**src/rtl/fir_ctrl_pkg.sv**
```systemverilog
// Shared encodings and defaults for the FIR coefficient SRAM sequencer.
package fir_ctrl_pkg;

  localparam int unsigned COEFF_W = 16;
  localparam int unsigned ADDR_W  = 4;
  localparam int unsigned NUM_W   = 6;
  localparam int unsigned N_W     = 5;
  localparam int unsigned CNT_W   = 4;

  localparam int unsigned DEF_NUM_COEFF = 12;
  localparam int unsigned DEF_POS_TAPS  = 7;
  localparam int unsigned DEF_NEG_TAPS  = 5;
  localparam int unsigned DEF_ACC_CYC   = 8;
  localparam int unsigned SAMPLE_PERIOD = 20;

  typedef enum logic [1:0] {
    IDLE     = 2'd0,
    LOAD     = 2'd1,
    RUN_WAIT = 2'd2,
    ACC      = 2'd3
  } fir_state_e;

  // One filter RAM port cycle: chip select, write enable, both bank addresses, data, index.
  typedef struct packed {
    logic               csn;
    logic               wrn;
    logic [ADDR_W-1:0]  addr_pos;
    logic [ADDR_W-1:0]  addr_neg;
    logic [COEFF_W-1:0] wr_data;
    logic [NUM_W-1:0]   num;
  } ram_port_t;

  localparam ram_port_t RAM_IDLE = '{csn: 1'b1, wrn: 1'b1, addr_pos: '0,
                                     addr_neg: '0, wr_data: '0, num: '0};

endpackage

```
**src/rtl/fir_coeff_seq_ctrl_if.sv**
```systemverilog
// Host coefficient stream, sample strobe and filter RAM control bundle.
interface fir_coeff_seq_ctrl_if;
  import fir_ctrl_pkg::*;

  logic               iEnSample_600k;
  logic               iLoadStart;
  logic               iCoeffValid;
  logic [COEFF_W-1:0] iCoeffData;
  logic               oCoeffReady;
  logic               oLoadDone;
  logic               oRunEn;
  logic               oCoeffiUpdateFlag;
  logic               oCsnRam;
  logic               oWrnRam;
  logic [ADDR_W-1:0]  oAddrRam_pos;
  logic [ADDR_W-1:0]  oAddrRam_neg;
  logic [COEFF_W-1:0] oWrDtRam;
  logic [NUM_W-1:0]   oNumOfCoeff;

  modport master (
    output iEnSample_600k, iLoadStart, iCoeffValid, iCoeffData,
    input  oCoeffReady, oLoadDone, oRunEn, oCoeffiUpdateFlag, oCsnRam, oWrnRam,
           oAddrRam_pos, oAddrRam_neg, oWrDtRam, oNumOfCoeff
  );

  modport slave (
    input  iEnSample_600k, iLoadStart, iCoeffValid, iCoeffData,
    output oCoeffReady, oLoadDone, oRunEn, oCoeffiUpdateFlag, oCsnRam, oWrnRam,
           oAddrRam_pos, oAddrRam_neg, oWrDtRam, oNumOfCoeff
  );

endinterface

```
**src/rtl/fir_tap_addr_gen.sv**
```systemverilog
// ACC cycle counter with saturating pos/neg read addresses; addresses are
// presented as next-cycle values so the parent can register them with no extra latency.
module fir_tap_addr_gen
  import fir_ctrl_pkg::*;
#(
  parameter int unsigned P_POS_TAPS = DEF_POS_TAPS,
  parameter int unsigned P_NEG_TAPS = DEF_NEG_TAPS,
  parameter int unsigned P_ACC_CYC  = DEF_ACC_CYC
) (
  input  logic              clk,
  input  logic              rst_n,
  input  logic              i_start,
  input  logic              i_clear,
  output logic              o_last_c,
  output logic [ADDR_W-1:0] o_pos_c,
  output logic [ADDR_W-1:0] o_neg_c
);

  localparam logic [CNT_W-1:0] LP_ACC     = CNT_W'(P_ACC_CYC);
  localparam logic [CNT_W-1:0] LP_POS_MAX = CNT_W'(P_POS_TAPS);
  localparam logic [CNT_W-1:0] LP_NEG_MAX = CNT_W'(P_NEG_TAPS);

  logic [CNT_W-1:0] r_cnt;
  logic [CNT_W-1:0] w_cnt_nxt;

  // c runs 1..P_ACC_CYC during a sweep and rests at 0 otherwise
  always_comb begin
    w_cnt_nxt = '0;
    if (i_clear) begin
      w_cnt_nxt = '0;
    end else if (i_start) begin
      w_cnt_nxt = CNT_W'(1);
    end else if ((r_cnt != '0) && (r_cnt != LP_ACC)) begin
      w_cnt_nxt = r_cnt + CNT_W'(1);
    end
  end

  assign o_last_c = (r_cnt == LP_ACC);
  assign o_pos_c  = ADDR_W'((w_cnt_nxt > LP_POS_MAX) ? LP_POS_MAX : w_cnt_nxt);
  assign o_neg_c  = ADDR_W'((w_cnt_nxt > LP_NEG_MAX) ? LP_NEG_MAX : w_cnt_nxt);

  always_ff @(posedge clk or negedge rst_n) begin
    if (!rst_n) begin
      r_cnt <= '0;
    end else begin
      r_cnt <= w_cnt_nxt;
    end
  end

endmodule

```
**src/rtl/fir_coeff_seq_ctrl.sv**
```systemverilog
// FIR coefficient SRAM sequencer: host load into pos/neg banks, then one read
// sweep of both banks per sample strobe.
module fir_coeff_seq_ctrl
  import fir_ctrl_pkg::*;
#(
  parameter int unsigned P_NUM_COEFF = DEF_NUM_COEFF,
  parameter int unsigned P_POS_TAPS  = DEF_POS_TAPS,
  parameter int unsigned P_NEG_TAPS  = DEF_NEG_TAPS,
  parameter int unsigned P_ACC_CYC   = DEF_ACC_CYC
) (
  input  logic                  iClk_12M,
  input  logic                  iRsn,
  fir_coeff_seq_ctrl_if.slave   bus
);

  localparam logic [N_W-1:0]    LP_LAST_N   = N_W'(P_NUM_COEFF);
  localparam logic [ADDR_W-1:0] LP_CTR_ADDR = ADDR_W'(P_POS_TAPS);

  fir_state_e       r_state, w_state_nxt;
  ram_port_t        r_ram, w_ram_nxt;
  logic             r_ready, w_ready_nxt;
  logic             r_done, w_done_nxt;
  logic             r_run_en, w_run_en_nxt;
  logic             r_flag, w_flag_nxt;
  logic             r_load_pend, w_load_pend_nxt;
  logic [N_W-1:0]   r_n, w_n_nxt, w_n_inc;
  logic             w_xfer, w_start, w_go_load, w_acc_last;
  logic [ADDR_W-1:0] w_acc_pos, w_acc_neg;

  assign w_xfer    = bus.iCoeffValid & r_ready;
  assign w_n_inc   = r_n + N_W'(1);
  assign w_start   = (r_state == RUN_WAIT) & bus.iEnSample_600k & ~bus.iLoadStart;
  // A load request during ACC waits for the sweep to finish
  assign w_go_load = (bus.iLoadStart && (r_state != ACC)) ||
                     ((r_state == ACC) && w_acc_last && (r_load_pend || bus.iLoadStart));

  fir_tap_addr_gen #(
    .P_POS_TAPS (P_POS_TAPS),
    .P_NEG_TAPS (P_NEG_TAPS),
    .P_ACC_CYC  (P_ACC_CYC)
  ) u_tap_addr_gen (
    .clk      (iClk_12M),
    .rst_n    (iRsn),
    .i_start  (w_start),
    .i_clear  (w_go_load),
    .o_last_c (w_acc_last),
    .o_pos_c  (w_acc_pos),
    .o_neg_c  (w_acc_neg)
  );

  always_ff @(posedge iClk_12M or negedge iRsn) begin
    if (!iRsn) begin
      r_state <= IDLE;
    end else begin
      r_state <= w_state_nxt;
    end
  end

  always_comb begin
    w_state_nxt     = r_state;
    w_ram_nxt       = r_ram;
    w_ram_nxt.csn   = 1'b1;
    w_ram_nxt.wrn   = 1'b1;
    w_ready_nxt     = 1'b0;
    w_done_nxt      = 1'b0;
    w_flag_nxt      = 1'b0;
    w_run_en_nxt    = r_run_en;
    w_load_pend_nxt = r_load_pend;
    w_n_nxt         = r_n;

    case (r_state)
      IDLE: ;
      LOAD: begin
        w_ready_nxt = 1'b1;
        w_flag_nxt  = 1'b1;
        if (!bus.iLoadStart && w_xfer) begin
          w_n_nxt           = w_n_inc;
          w_ram_nxt.csn     = 1'b0;
          w_ram_nxt.wrn     = 1'b0;
          w_ram_nxt.wr_data = bus.iCoeffData;
          w_ram_nxt.num     = NUM_W'(w_n_inc);
          // Odd h(n) go to pos bank, even to neg bank, final one is the centre tap
          if (w_n_inc[0]) begin
            w_ram_nxt.addr_pos = ADDR_W'((w_n_inc + N_W'(1)) >> 1);
            w_ram_nxt.addr_neg = '0;
          end else if (w_n_inc == LP_LAST_N) begin
            w_ram_nxt.addr_pos = LP_CTR_ADDR;
            w_ram_nxt.addr_neg = '0;
          end else begin
            w_ram_nxt.addr_pos = '0;
            w_ram_nxt.addr_neg = ADDR_W'(w_n_inc >> 1);
          end
          if (w_n_inc == LP_LAST_N) begin
            w_state_nxt  = RUN_WAIT;
            w_ready_nxt  = 1'b0;
            w_done_nxt   = 1'b1;
            w_run_en_nxt = 1'b1;
          end
        end
      end
      RUN_WAIT: begin
        if (w_start) begin
          w_state_nxt        = ACC;
          w_ram_nxt.csn      = 1'b0;
          w_ram_nxt.addr_pos = w_acc_pos;
          w_ram_nxt.addr_neg = w_acc_neg;
        end
      end
      ACC: begin
        if (bus.iLoadStart) begin
          w_load_pend_nxt = 1'b1;
        end
        if (w_acc_last) begin
          w_state_nxt = RUN_WAIT;
        end else begin
          w_ram_nxt.csn      = 1'b0;
          w_ram_nxt.addr_pos = w_acc_pos;
          w_ram_nxt.addr_neg = w_acc_neg;
        end
      end
      default: w_state_nxt = IDLE;
    endcase

    if (w_go_load) begin
      w_state_nxt     = LOAD;
      w_ready_nxt     = 1'b1;
      w_flag_nxt      = 1'b1;
      w_run_en_nxt    = 1'b0;
      w_load_pend_nxt = 1'b0;
      w_n_nxt         = '0;
    end
  end

  always_ff @(posedge iClk_12M or negedge iRsn) begin
    if (!iRsn) begin
      r_ram       <= RAM_IDLE;
      r_ready     <= 1'b0;
      r_done      <= 1'b0;
      r_run_en    <= 1'b0;
      r_flag      <= 1'b0;
      r_load_pend <= 1'b0;
      r_n         <= '0;
    end else begin
      r_ram       <= w_ram_nxt;
      r_ready     <= w_ready_nxt;
      r_done      <= w_done_nxt;
      r_run_en    <= w_run_en_nxt;
      r_flag      <= w_flag_nxt;
      r_load_pend <= w_load_pend_nxt;
      r_n         <= w_n_nxt;
    end
  end

  assign bus.oCoeffReady       = r_ready;
  assign bus.oLoadDone         = r_done;
  assign bus.oRunEn            = r_run_en;
  assign bus.oCoeffiUpdateFlag = r_flag;
  assign bus.oCsnRam           = r_ram.csn;
  assign bus.oWrnRam           = r_ram.wrn;
  assign bus.oAddrRam_pos      = r_ram.addr_pos;
  assign bus.oAddrRam_neg      = r_ram.addr_neg;
  assign bus.oWrDtRam          = r_ram.wr_data;
  assign bus.oNumOfCoeff       = r_ram.num;

endmodule

```
**src/flat_wrapper.sv**
```systemverilog
// flat-port wrapper written by rule: the top's interface ports become plain ports
module fir_coeff_seq_ctrl_flat import fir_ctrl_pkg::*;
#(
  parameter int unsigned P_NUM_COEFF = DEF_NUM_COEFF,
  parameter int unsigned P_POS_TAPS  = DEF_POS_TAPS,
  parameter int unsigned P_NEG_TAPS  = DEF_NEG_TAPS,
  parameter int unsigned P_ACC_CYC   = DEF_ACC_CYC
)
  (iClk_12M, iRsn, bus_iEnSample_600k, bus_iLoadStart, bus_iCoeffValid, bus_iCoeffData, bus_oCoeffReady, bus_oLoadDone, bus_oRunEn, bus_oCoeffiUpdateFlag, bus_oCsnRam, bus_oWrnRam, bus_oAddrRam_pos, bus_oAddrRam_neg, bus_oWrDtRam, bus_oNumOfCoeff);
  fir_coeff_seq_ctrl_if bus_i ();
  input  logic iClk_12M;
  input  logic iRsn;
  input wire logic [$bits(bus_i.iEnSample_600k)-1:0] bus_iEnSample_600k;
  input wire logic [$bits(bus_i.iLoadStart)-1:0] bus_iLoadStart;
  input wire logic [$bits(bus_i.iCoeffValid)-1:0] bus_iCoeffValid;
  input wire logic [$bits(bus_i.iCoeffData)-1:0] bus_iCoeffData;
  output wire logic [$bits(bus_i.oCoeffReady)-1:0] bus_oCoeffReady;
  output wire logic [$bits(bus_i.oLoadDone)-1:0] bus_oLoadDone;
  output wire logic [$bits(bus_i.oRunEn)-1:0] bus_oRunEn;
  output wire logic [$bits(bus_i.oCoeffiUpdateFlag)-1:0] bus_oCoeffiUpdateFlag;
  output wire logic [$bits(bus_i.oCsnRam)-1:0] bus_oCsnRam;
  output wire logic [$bits(bus_i.oWrnRam)-1:0] bus_oWrnRam;
  output wire logic [$bits(bus_i.oAddrRam_pos)-1:0] bus_oAddrRam_pos;
  output wire logic [$bits(bus_i.oAddrRam_neg)-1:0] bus_oAddrRam_neg;
  output wire logic [$bits(bus_i.oWrDtRam)-1:0] bus_oWrDtRam;
  output wire logic [$bits(bus_i.oNumOfCoeff)-1:0] bus_oNumOfCoeff;
  assign bus_i.iEnSample_600k = bus_iEnSample_600k;
  assign bus_i.iLoadStart = bus_iLoadStart;
  assign bus_i.iCoeffValid = bus_iCoeffValid;
  assign bus_i.iCoeffData = bus_iCoeffData;
  assign bus_oCoeffReady = bus_i.oCoeffReady;
  assign bus_oLoadDone = bus_i.oLoadDone;
  assign bus_oRunEn = bus_i.oRunEn;
  assign bus_oCoeffiUpdateFlag = bus_i.oCoeffiUpdateFlag;
  assign bus_oCsnRam = bus_i.oCsnRam;
  assign bus_oWrnRam = bus_i.oWrnRam;
  assign bus_oAddrRam_pos = bus_i.oAddrRam_pos;
  assign bus_oAddrRam_neg = bus_i.oAddrRam_neg;
  assign bus_oWrDtRam = bus_i.oWrDtRam;
  assign bus_oNumOfCoeff = bus_i.oNumOfCoeff;
  fir_coeff_seq_ctrl #(.P_NUM_COEFF(P_NUM_COEFF), .P_POS_TAPS(P_POS_TAPS), .P_NEG_TAPS(P_NEG_TAPS), .P_ACC_CYC(P_ACC_CYC)) u_core (.iClk_12M(iClk_12M), .iRsn(iRsn), .bus(bus_i));
endmodule
```
**config.mk**
```make
export PLATFORM = sky130hd
export DESIGN_NAME = fir_coeff_seq_ctrl_flat
export DESIGN_NICKNAME = d
export VERILOG_FILES = /design/src/rtl/fir_ctrl_pkg.sv /design/src/rtl/fir_coeff_seq_ctrl_if.sv /design/src/rtl/fir_tap_addr_gen.sv /design/src/rtl/fir_coeff_seq_ctrl.sv /design/src/flat_wrapper.sv
export SDC_FILE = /design/constraint.sdc
export NUM_CORES = 1
export LEC_CHECK = 0
export BUFFER_PORTS_ARGS = -buffer_cell sky130_fd_sc_hd__buf_2
export CAP_MARGIN = 20
export CORE_MARGIN = 5
export CORE_UTILIZATION = 45
export CTS_CLUSTER_DIAMETER = 50
export DETAILED_ROUTE_END_ITERATION = 10
export PLACE_DENSITY_LB_ADDON = 0.25
export SYNTH_ARGS = -nofsm -noshare
export SYNTH_HDL_FRONTEND = slang
export SYNTH_HIERARCHICAL = 1
export SYNTH_SLANG_ARGS = --single-unit
```
**constraint.sdc**
```tcl
create_clock -name iClk_12M -period 2.4 [get_ports iClk_12M]
set_input_delay 0 -clock iClk_12M [delete_from_list [all_inputs] [get_ports iClk_12M]]
set_output_delay 0 -clock iClk_12M [all_outputs]
set_load 0.005 [all_outputs]
```
==> results of run 1 <==
placed cells by master (no fill, tap or decap), drive strengths merged, types with 3 or more instances in the layout:
master | netlist | routed
nand2 | 60 | 60
buf | 13 | 60
dfrtp | 45 | 45
nor2 | 24 | 24
dlygate4sd3 | 0 | 18
inv | 14 | 15
a21oi | 14 | 14
o21ai | 10 | 10
nor3 | 7 | 7
clkbuf | 1 | 6
ha | 6 | 6
xnor2 | 5 | 5
and3 | 4 | 4
nand3 | 4 | 4
and3b | 3 | 3
mux2i | 3 | 3
a21o | 3 | 3
conb | 2 | 3
routing by layer:
metal,track usage [%],share of wire (%)
met5,0,0
met2,28.5,51
met3,3.85,3.7
met4,4.82,0.70
met1,20.4,44
state kept, by name (all words and copies together), names as in the netlist:
name	cells
u_core/bus.oAddrRam_pos	4
u_core/bus.oCoeffiUpdateFlag	1
u_core/bus.oAddrRam_neg	4
u_core/r_load_pend	1
u_core/bus.oNumOfCoeff	5
u_core/r_n	5
u_core/bus.oCoeffReady	1
u_core/bus.oLoadDone	1
u_core/r_state	2
u_core/u_tap_addr_gen/r_cnt	4
u_core/bus.oWrnRam	1
u_core/bus.oWrDtRam	16
u_core/bus.oRunEn	1
u_core/bus.oCsnRam	1
critical path, delay by kind of cell, from the launching register on:
family          cells  cell delay [ns]
compound gates      3             0.57
simple gates        5             0.54
flops               1             0.39
buf+inv             2             0.26
fa+ha+maj           1             0.23
power by group:
| group | total [mW] | switching, mW | internal (mW) | leakage, nW |
|---|---|---|---|---|
| sequential | 0.891 | 0.0368 | 0.854 | 0.590 |
| combinational | 0.272 | 0.144 | 0.129 | 0.905 |
| clock | 0.617 | 0.274 | 0.343 | 0.0618 |
per-stage QoR:
step / total power [mW] / std cells / utilization, % / setup WS (ns)
finish: 1.78 / 397 / 59.2 / 0.312
global route: 1.88 / 397 / 59.2 / 0.110
CTS: 1.80 / 396 / 58.9 / 0.328
detailed placement: 1.16 / 370 / 53.0 / 0.352
global placement: 1.15 / 370 / 53.0 / 0.453
floorplan: 1.04 / 255 / - / 0.0825
cells by family (layout without fill, tap and decap cells):
logic type,Yosys count,in the layout,share of synthesized area (%)
other,2,3,0.308
AOI/OAI and AO/OA,43,43,13.0
muxes,4,4,1.69
DFF,47,47,48.3
and+or+nand+nor,116,116,23.4
buffers and inverters,29,101,6.97
adders and majority gates,6,6,3.08
xor gates and xnor gates,7,7,3.28
path summary, 6_finish.rpt:
path / endpoint / cells after the start / slack (ns) / startpoint
max: u_core/bus.oAddrRam_neg[1] / 11 / 0.31 / u_core/u_tap_addr_gen/r_cnt[0]
max reg2reg: u_core/bus.oAddrRam_neg[1] / 11 / 0.31 / u_core/u_tap_addr_gen/r_cnt[0]
min reg2reg: u_core/bus.oWrDtRam[0] / 2 / 0.48 / u_core/bus.oWrDtRam[0]
min: u_core/r_state[0] / 4 / 0.08 / bus_iEnSample_600k
min in group asynchronous: u_core/bus.oCoeffReady / 2 / 0.13 / iRsn
max in group asynchronous: u_core/bus.oWrnRam / 3 / 1.71 / iRsn
final cells by class:
class                   count  share of cell area, %
clock buffers               6                   2.69
clock inverters             2                   1.27
inverters                  15                   2.37
multi-input cells         179                   35.9
flip-flops and latches     47                   38.5
well taps                  70                   2.86
repair buffers             78                   16.5
cell usage after synthesis, drive strengths merged (3+ instances only):
cell type,count
ha,6
and3b,3
mux2i,3
nand2,60
inv,14
dfrtp,45
nor3,7
and3,4
o21ai,10
nor2,24
buf,13
a21oi,14
a21o,3
xnor2,5
nand3,4
==> qor.txt, run 1 <==
leakage power total = 1.56 nW
final instance area = 0.00306 sq mm
yosys warns = 6
routed vias/inst = 4.90
Clock transition at path regs = 0.09 ns
power per standard cell area = 581 mW/mm^2
layout cells sized above 1 = 27.5%
IO Port Bufs = 55
worst hold path class = in -> reg
Hold Vio Cnt, Final = 0
DIE AREA = 0.00700 sq mm
TritonCTS Sinks = 47
Starting Density = 47.2%
status = completed
cell area after synthesis = 0.00244 sq mm
largest net degree at the start of global routing = 48
ant diodes = 0
vias in the first global route = 1932
Netlist cell types = 56
Avg Inst Size Synth = 9.61 sq um
# IOs = 57
first-pass GRT wire length = 9.34 mm
most used cell, CP = nor2_1
Initial DRT Pass Iterations = 4
Core ar. = 0.00517 sq mm
max_cap viols = 0
Die Ht = 83.7 microns
initial antenna violation count = 0
HPWL Detailed = 3.77 mm
total congestion overflow = 0
Max clock buf depth = 2
Tcrit/Tclk final = 87.0%
CP Launch Type = flop
critical-path cell list = inv_1 > ha_1 > nand2b_2 > nor2_1 > nor2_1 > nor2_2 > buf_4 > o32ai_2 > nor2_1 > a32oi_1 > a21oi_1
sequential area share after synthesis = 48.3%
maximum clock rate = 479 MHz
Sequential Area = 0.00118 sq mm
synthesized instance count = 254
Synth Flop Type = dfrtp_1
post-CTS sizing = 0
# hold bufs at CTS = 18
Layout area overhead = 25.5%
H-tree Lvls = 2
VDD IR max = 0.000268 V
CTS buffer count = 5
max incr delay on CP = 0.39 ns
number of enable flip-flop cells after synthesis = 0
Filler cells = 461
required time worst endpoint = 2.57 ns
Final Setup Violations = 0
post-synth top area cell = dfrtp_1
fin nets = 353
initial drt markers = 89
worst skew pair latency = 0.30 ns
Remaining DRCs = 0
Die Width = 83.7 microns
# rows = 26
critical path endpoint category = flop
CP arrival = 2.26 ns
Synth area leaders = dfrtp_1, nand2_1, nor2_1
Yosys reg bits = 47
CTS tree = yes
Placed Area = 0.00274 sq mm
Worst path slowest cell = dfrtp_1
RSZ-0062 raised after global routing = no
Async SR Flop Fraction = 100%
Multi-input gate area = 0.00110 sq mm
post-synth top area share = 46.1%
Min Hold Slack = 0.0766 ns
global placement routability congestion = 0.779
fin. max-slew vios = 0
crit path max fanout = 6
clock skew = 0.00470 ns
min Tclk post-route = 2.09 ns
Global Route Usage Sum = 16.5%
TNS Setup = 0 ns
post-route antenna net violation count = 0
WL per Instance = 13.6 microns
routed wire length = 5.41 mm
via count = 1944
post-CTS setup buffers = 0
CP Class = reg -> reg
root buffer cell = clkbuf_8
Power figures use the tool's default switching activity.
==> run 2, diff against run 1 <==
Settings changed: BUFFER_PORTS_ARGS -buffer_cell sky130_fd_sc_hd__buf_2 to default, DONT_BUFFER_PORTS from default to 1.
==> qor.txt, run 2 (same netlist as run 1, synthesis figures left out) <==
status = completed
Final Setup Violations = 0 (unchanged)
total congestion overflow = 0 (unchanged)
worst hold path class = in -> reg
IO Port Bufs = 0 (-100%)
fin nets = 299 (-15%)
total power = 1.61 mW (-9.5%)
Remaining DRCs = 0 (unchanged)
Die Width = 83.7 microns (unchanged)
TNS Setup = 0 ns (unchanged)
GRT busiest layer = met2
Max clock buf depth = 2 (unchanged)
Core Util, Final = 53.8% (-5.4 points)
Tcrit/Tclk final = 87.6% (+0.60 points)
initial drt markers = 103 (+16%)
crit path max fanout = 6 (unchanged)
Layout area overhead = 14.0%
Initial DRT Pass Iterations = 4 (unchanged)
worst skew pair latency = 0.30 ns (about the same)
met2 usage = 25.2% (-3.3 points)
initial antenna violation count = 0 (unchanged)
# IOs = 57 (unchanged)
CP Launch Type = flop
routed wire length = 5.38 mm (-0.61%)
maximum clock rate = 476 MHz (-0.68%)
critical path endpoint category = flop
root buffer cell = clkbuf_8
clock skew = 0.00526 ns (+0.000561 ns)
commonest non-fill, non-tap cell in the layout = nand2_1
CTS buffer count = 5 (unchanged)
post-route antenna net violation count = 0 (unchanged)
fin. max-slew vios = 0 (unchanged)
Non-Filler Instances = 343 (-14%)
vias in the first global route = 1701 (-12%)
CP Class = reg -> reg
Cells after DPL = 315 (-15%)
H-tree Lvls = 2 (unchanged)
via count = 1779 (-8.5%)
Filler cells = 477 (+3.5%)
met3 Use GR = 4.54% (+0.69 points)
TritonCTS Sinks = 47 (unchanged)
Global Route Usage Sum = 15.5% (-0.94 points)
VDD IR max = 0.000251 V (-6.3%)
Largest register FFs = 16 (unchanged)
required time worst endpoint = 2.57 ns (about the same)
Hold Vio Cnt, Final = 0 (unchanged)
min Tclk post-route = 2.10 ns (+0.0143 ns)
max_cap viols = 0 (unchanged)
GR Util met1 = 20.1% (-0.30 points)
HPWL Detailed = 3.61 mm (-4.5%)
Min Hold Slack = 0.103 ns (+0.0263 ns)
layout cells sized above 1 = 12.8% (-15 points)
global placement routability congestion = 0.827 (+6.1%)
CP arrival = 2.27 ns (about the same)
RSZ-0062 raised after global routing = no
routed vias/inst = 5.19 (+5.9%)
commonest cells after routing, fill and taps aside = nand2_1, dfrtp_1, nor2_1
WL per Instance = 15.7 microns (+15%)
largest net degree at the start of global routing = 48 (unchanged)
Core ar. = 0.00517 sq mm (unchanged)
Clock transition at path regs = 0.09 ns (about the same)
first-pass GRT wire length = 8.86 mm (-5.1%)
ant diodes = 0 (unchanged)
Starting Density = 47.2% (unchanged)
Die Ht = 83.7 microns (unchanged)
# rows = 26 (unchanged)
power per standard cell area = 579 mW/mm^2 (-0.38%)
DIE AREA = 0.00700 sq mm (unchanged)
leakage power total = 1.32 nW (-15%)
CTS tree = yes
==> run 2: changes by cell type in the layout (fill, tap and decap cells not counted), sizes merged <==
cell         change
buf             -55
bufinv           -1
clkinv           +1
clkinvlp         +1
dlygate4sd3      +1
inv              -1
==> run 2: where the power goes <==
group	leakage (nW)	internal (mW)	total (mW)	switching (mW)
clock network	0.0474	0.235	0.505	0.269
registers	0.590	0.855	0.910	0.0554
logic	0.680	0.0852	0.197	0.111
==> run 2: worst paths after layout <==
kind | from | end | slack (ns) | cells after the start
setup / recovery | u_core/u_tap_addr_gen/r_cnt[0] | u_core/bus.oAddrRam_neg[1] | 0.30 | 11
max in group asynchronous | iRsn | u_core/bus.oWrnRam | 1.93 | 2
min in group asynchronous | iRsn | u_core/u_tap_addr_gen/r_cnt[0] | 0.21 | 2
setup reg to reg | u_core/u_tap_addr_gen/r_cnt[0] | u_core/bus.oAddrRam_neg[1] | 0.30 | 11
hold / removal | bus_iCoeffValid | u_core/bus.oNumOfCoeff[4] | 0.10 | 4
hold reg to reg | u_core/bus.oWrDtRam[8] | u_core/bus.oWrDtRam[8] | 0.51 | 2
==> run 2: per-layer routing <==
metal  up-vias  part of all wire, %
met5         -                    0
met4         0                  1.1
met3         4                  4.7
met2        40                   51
met1       866                   44
li1        869                    -
==> run 2: per-stage QoR <==
stage,worst slack (ns),instance area [sq um]
global placement,0.443,2470
global route,0.125,2780
detailed placement,0.368,2470
finish,0.298,2780
CTS,0.328,2780
floorplan,0.0825,2450
==> run 2: cell type report <==
type / instances / area (sq um) / share of cell area [%]
tap: 70 / 87.6 / 3.15
sequential: 47 / 1180 / 42.3
timing repair buffer: 24 / 248 / 8.90
multi-input combinational: 179 / 1100 / 39.5
inverter: 15 / 72.6 / 2.61
clock buffer: 6 / 82.6 / 2.97
clock inverter: 2 / 16.3 / 0.584
==> run 2: what timing repair did <==
| item | 4_1_cts | 5_1_grt |
|---|---|---|
| hold buffers | 20 | 0 |
| buffers inserted | 0 | 0 |
| endpoints found under the setup margin | 0 | 0 |
| endpoints found under the hold margin | 67 | 0 |
| gates resized for setup | 0 | 0 |
==> run 2: worst max-delay path: stages (launching register included) <==
cell	delay, ns
dfrtp_1	0.39
inv_1	0.08
ha_1	0.22
nand2b_2	0.11
nor2_1	0.07
nor2_1	0.20
nor2_2	0.09
buf_4	0.17
o32ai_2	0.31
nor2_1	0.08
a32oi_1	0.17
a21oi_1	0.09
==> run 3, diff against run 2 <==
Settings changed: PLACE_DENSITY from default to 0.71, PLACE_DENSITY_LB_ADDON 0.25 to default.
==> qor.txt, run 3 (same netlist as run 1, synthesis figures left out) <==
Multi-input gate area = 0.00110 sq mm (unchanged)
min Tclk post-route = 2.12 ns (+0.0178 ns)
ant diodes = 0 (unchanged)
layout cells sized above 1 = 12.8% (unchanged)
max_cap viols = 0 (unchanged)
CP arrival = 2.28 ns (about the same)
Core ar. = 0.00517 sq mm (unchanged)
required time worst endpoint = 2.57 ns (about the same)
Starting Density = 47.2% (unchanged)
final instance area = 0.00278 sq mm (unchanged)
max incr delay on CP = 0.39 ns (about the same)
initial drt markers = 106 (+2.9%)
Layout area overhead = 14.0% (unchanged)
IO Port Bufs = 0 (unchanged)
post-CTS sizing = 0 (unchanged)
Die Width = 83.7 microns (unchanged)
clock skew = 0.00462 ns (-0.000634 ns)
H-tree Lvls = 2 (unchanged)
most used cell, CP = nor2_1
fin nets = 299 (unchanged)
Max clock buf depth = 2 (unchanged)
commonest non-fill, non-tap cell in the layout = nand2_1
total congestion overflow = 0 (unchanged)
Worst path slowest cell = dfrtp_1
Filler cells = 449 (-5.9%)
Place WS = 0.340 ns (-0.0278 ns)
vias in the first global route = 1802 (+5.9%)
Hold Vio Cnt, Final = 0 (unchanged)
Core Util, Final = 53.8% (unchanged)
Final Setup Violations = 0 (unchanged)
fin worst setup slack = 0.280 ns (-0.0178 ns)
CTS buffer count = 5 (unchanged)
first-pass GRT wire length = 9.09 mm (+2.7%)
root buffer cell = clkbuf_8
Remaining DRCs = 0 (unchanged)
critical-path cell list = inv_1 > ha_1 > nand2b_2 > nor2_1 > nor2_1 > nor2_2 > buf_4 > o32ai_2 > nor2_1 > a32oi_1 > a21oi_1
status = completed
HPWL Detailed = 3.68 mm (+2.2%)
crit path max fanout = 7 (+1)
Tcrit/Tclk final = 88.3% (+0.74 points)
CTS tree = yes
TNS Setup = 0 ns (unchanged)
critical path endpoint category = flop
global placement routability congestion = 0.815 (-1.4%)
post-route antenna net violation count = 0 (unchanged)
WL per Instance = 15.3 microns (-2.5%)
VDD IR max = 0.000230 V (-8.2%)
leakage power total = 1.32 nW (unchanged)
initial antenna violation count = 0 (unchanged)
Largest register FFs = 16 (unchanged)
Die Ht = 83.7 microns (unchanged)
routed vias/inst = 5.22 (+0.73%)
RSZ-0062 raised after global routing = no
Global Route Usage Sum = 16.0% (+0.49 points)
worst hold path class = in -> reg
# hold bufs at CTS = 20 (unchanged)
post-CTS setup buffers = 0 (unchanged)
power per standard cell area = 577 mW/mm^2 (-0.25%)
Placed Area = 0.00247 sq mm (unchanged)
CP Launch Type = flop
DIE AREA = 0.00700 sq mm (unchanged)
# IOs = 57 (unchanged)
fin. max-slew vios = 0 (unchanged)
TritonCTS Sinks = 47 (unchanged)
Initial DRT Pass Iterations = 4 (unchanged)
worst skew pair latency = 0.30 ns (about the same)
commonest cells after routing, fill and taps aside = nand2_1, dfrtp_1, nor2_1
total power = 1.61 mW (-0.25%)
# rows = 26 (unchanged)
CP Class = reg -> reg
maximum clock rate = 472 MHz (-0.84%)
Sequential Area = 0.00118 sq mm (unchanged)
via count = 1792 (+0.73%)
routed wire length = 5.24 mm (-2.5%)
largest net degree at the start of global routing = 48 (unchanged)
Clock transition at path regs = 0.09 ns (about the same)
run 3: layer usage:
layer	GRT usage [%]	share of wire [%]	vias up
li1	-	-	871
met1	19.3	41	881
met2	27.0	53	33
met3	4.44	4.4	7
met4	6.43	1.8	0
met5	0	0	-
run 3: per-stage QoR:
step	cells	hold WS [ns]
2_1_floorplan	255	-0.296
3_3_place_gp	315	-0.294
3_5_place_dp	315	-0.294
4_1_cts	343	0.000480
5_1_grt	343	0.00342
6_report	343	0.00831
run 3: power breakdown:
part / internal (mW) / leakage [nW] / switching [mW]
clock: 0.235 / 0.0474 / 0.266
combinational: 0.0851 / 0.680 / 0.111
sequential: 0.855 / 0.590 / 0.0558
run 3: area by class of cell:
| type | count | area share, % |
|---|---|---|
| Sequential cell | 47 | 42.3 |
| Multi-Input combinational cell | 179 | 39.5 |
| Timing Repair Buffer | 24 | 8.90 |
| Tap cell | 70 | 3.15 |
| Clock buffer | 6 | 2.97 |
| Inverter | 15 | 2.61 |
| Clock inverter | 2 | 0.584 |
run 3: final timing paths:
| path | from | end | slack, ns | depth (start not counted) |
|---|---|---|---|---|
| worst max-delay path | u_core/u_tap_addr_gen/r_cnt[0] | u_core/bus.oAddrRam_neg[1] | 0.28 | 11 |
| worst min register to register | u_core/bus.oWrDtRam[8] | u_core/bus.oWrDtRam[8] | 0.52 | 2 |
| worst max register to register | u_core/u_tap_addr_gen/r_cnt[0] | u_core/bus.oAddrRam_neg[1] | 0.28 | 11 |
| max in group asynchronous | iRsn | u_core/bus.oWrnRam | 1.92 | 2 |
| min in group asynchronous | iRsn | u_core/bus.oNumOfCoeff[0] | 0.19 | 2 |
| worst min-delay path | bus_iLoadStart | u_core/bus.oCoeffReady | 0.008 | 2 |
run 3: critical path, delay by kind of cell, from the launching register on:
kind | cells | cell delay, ns
AO/OA/AOI/OAI | 3 | 0.58
AND/OR/NAND/NOR | 5 | 0.53
flip-flops | 1 | 0.39
buffers and inverters | 2 | 0.26
adder cells (fa/ha/maj) | 1 | 0.23
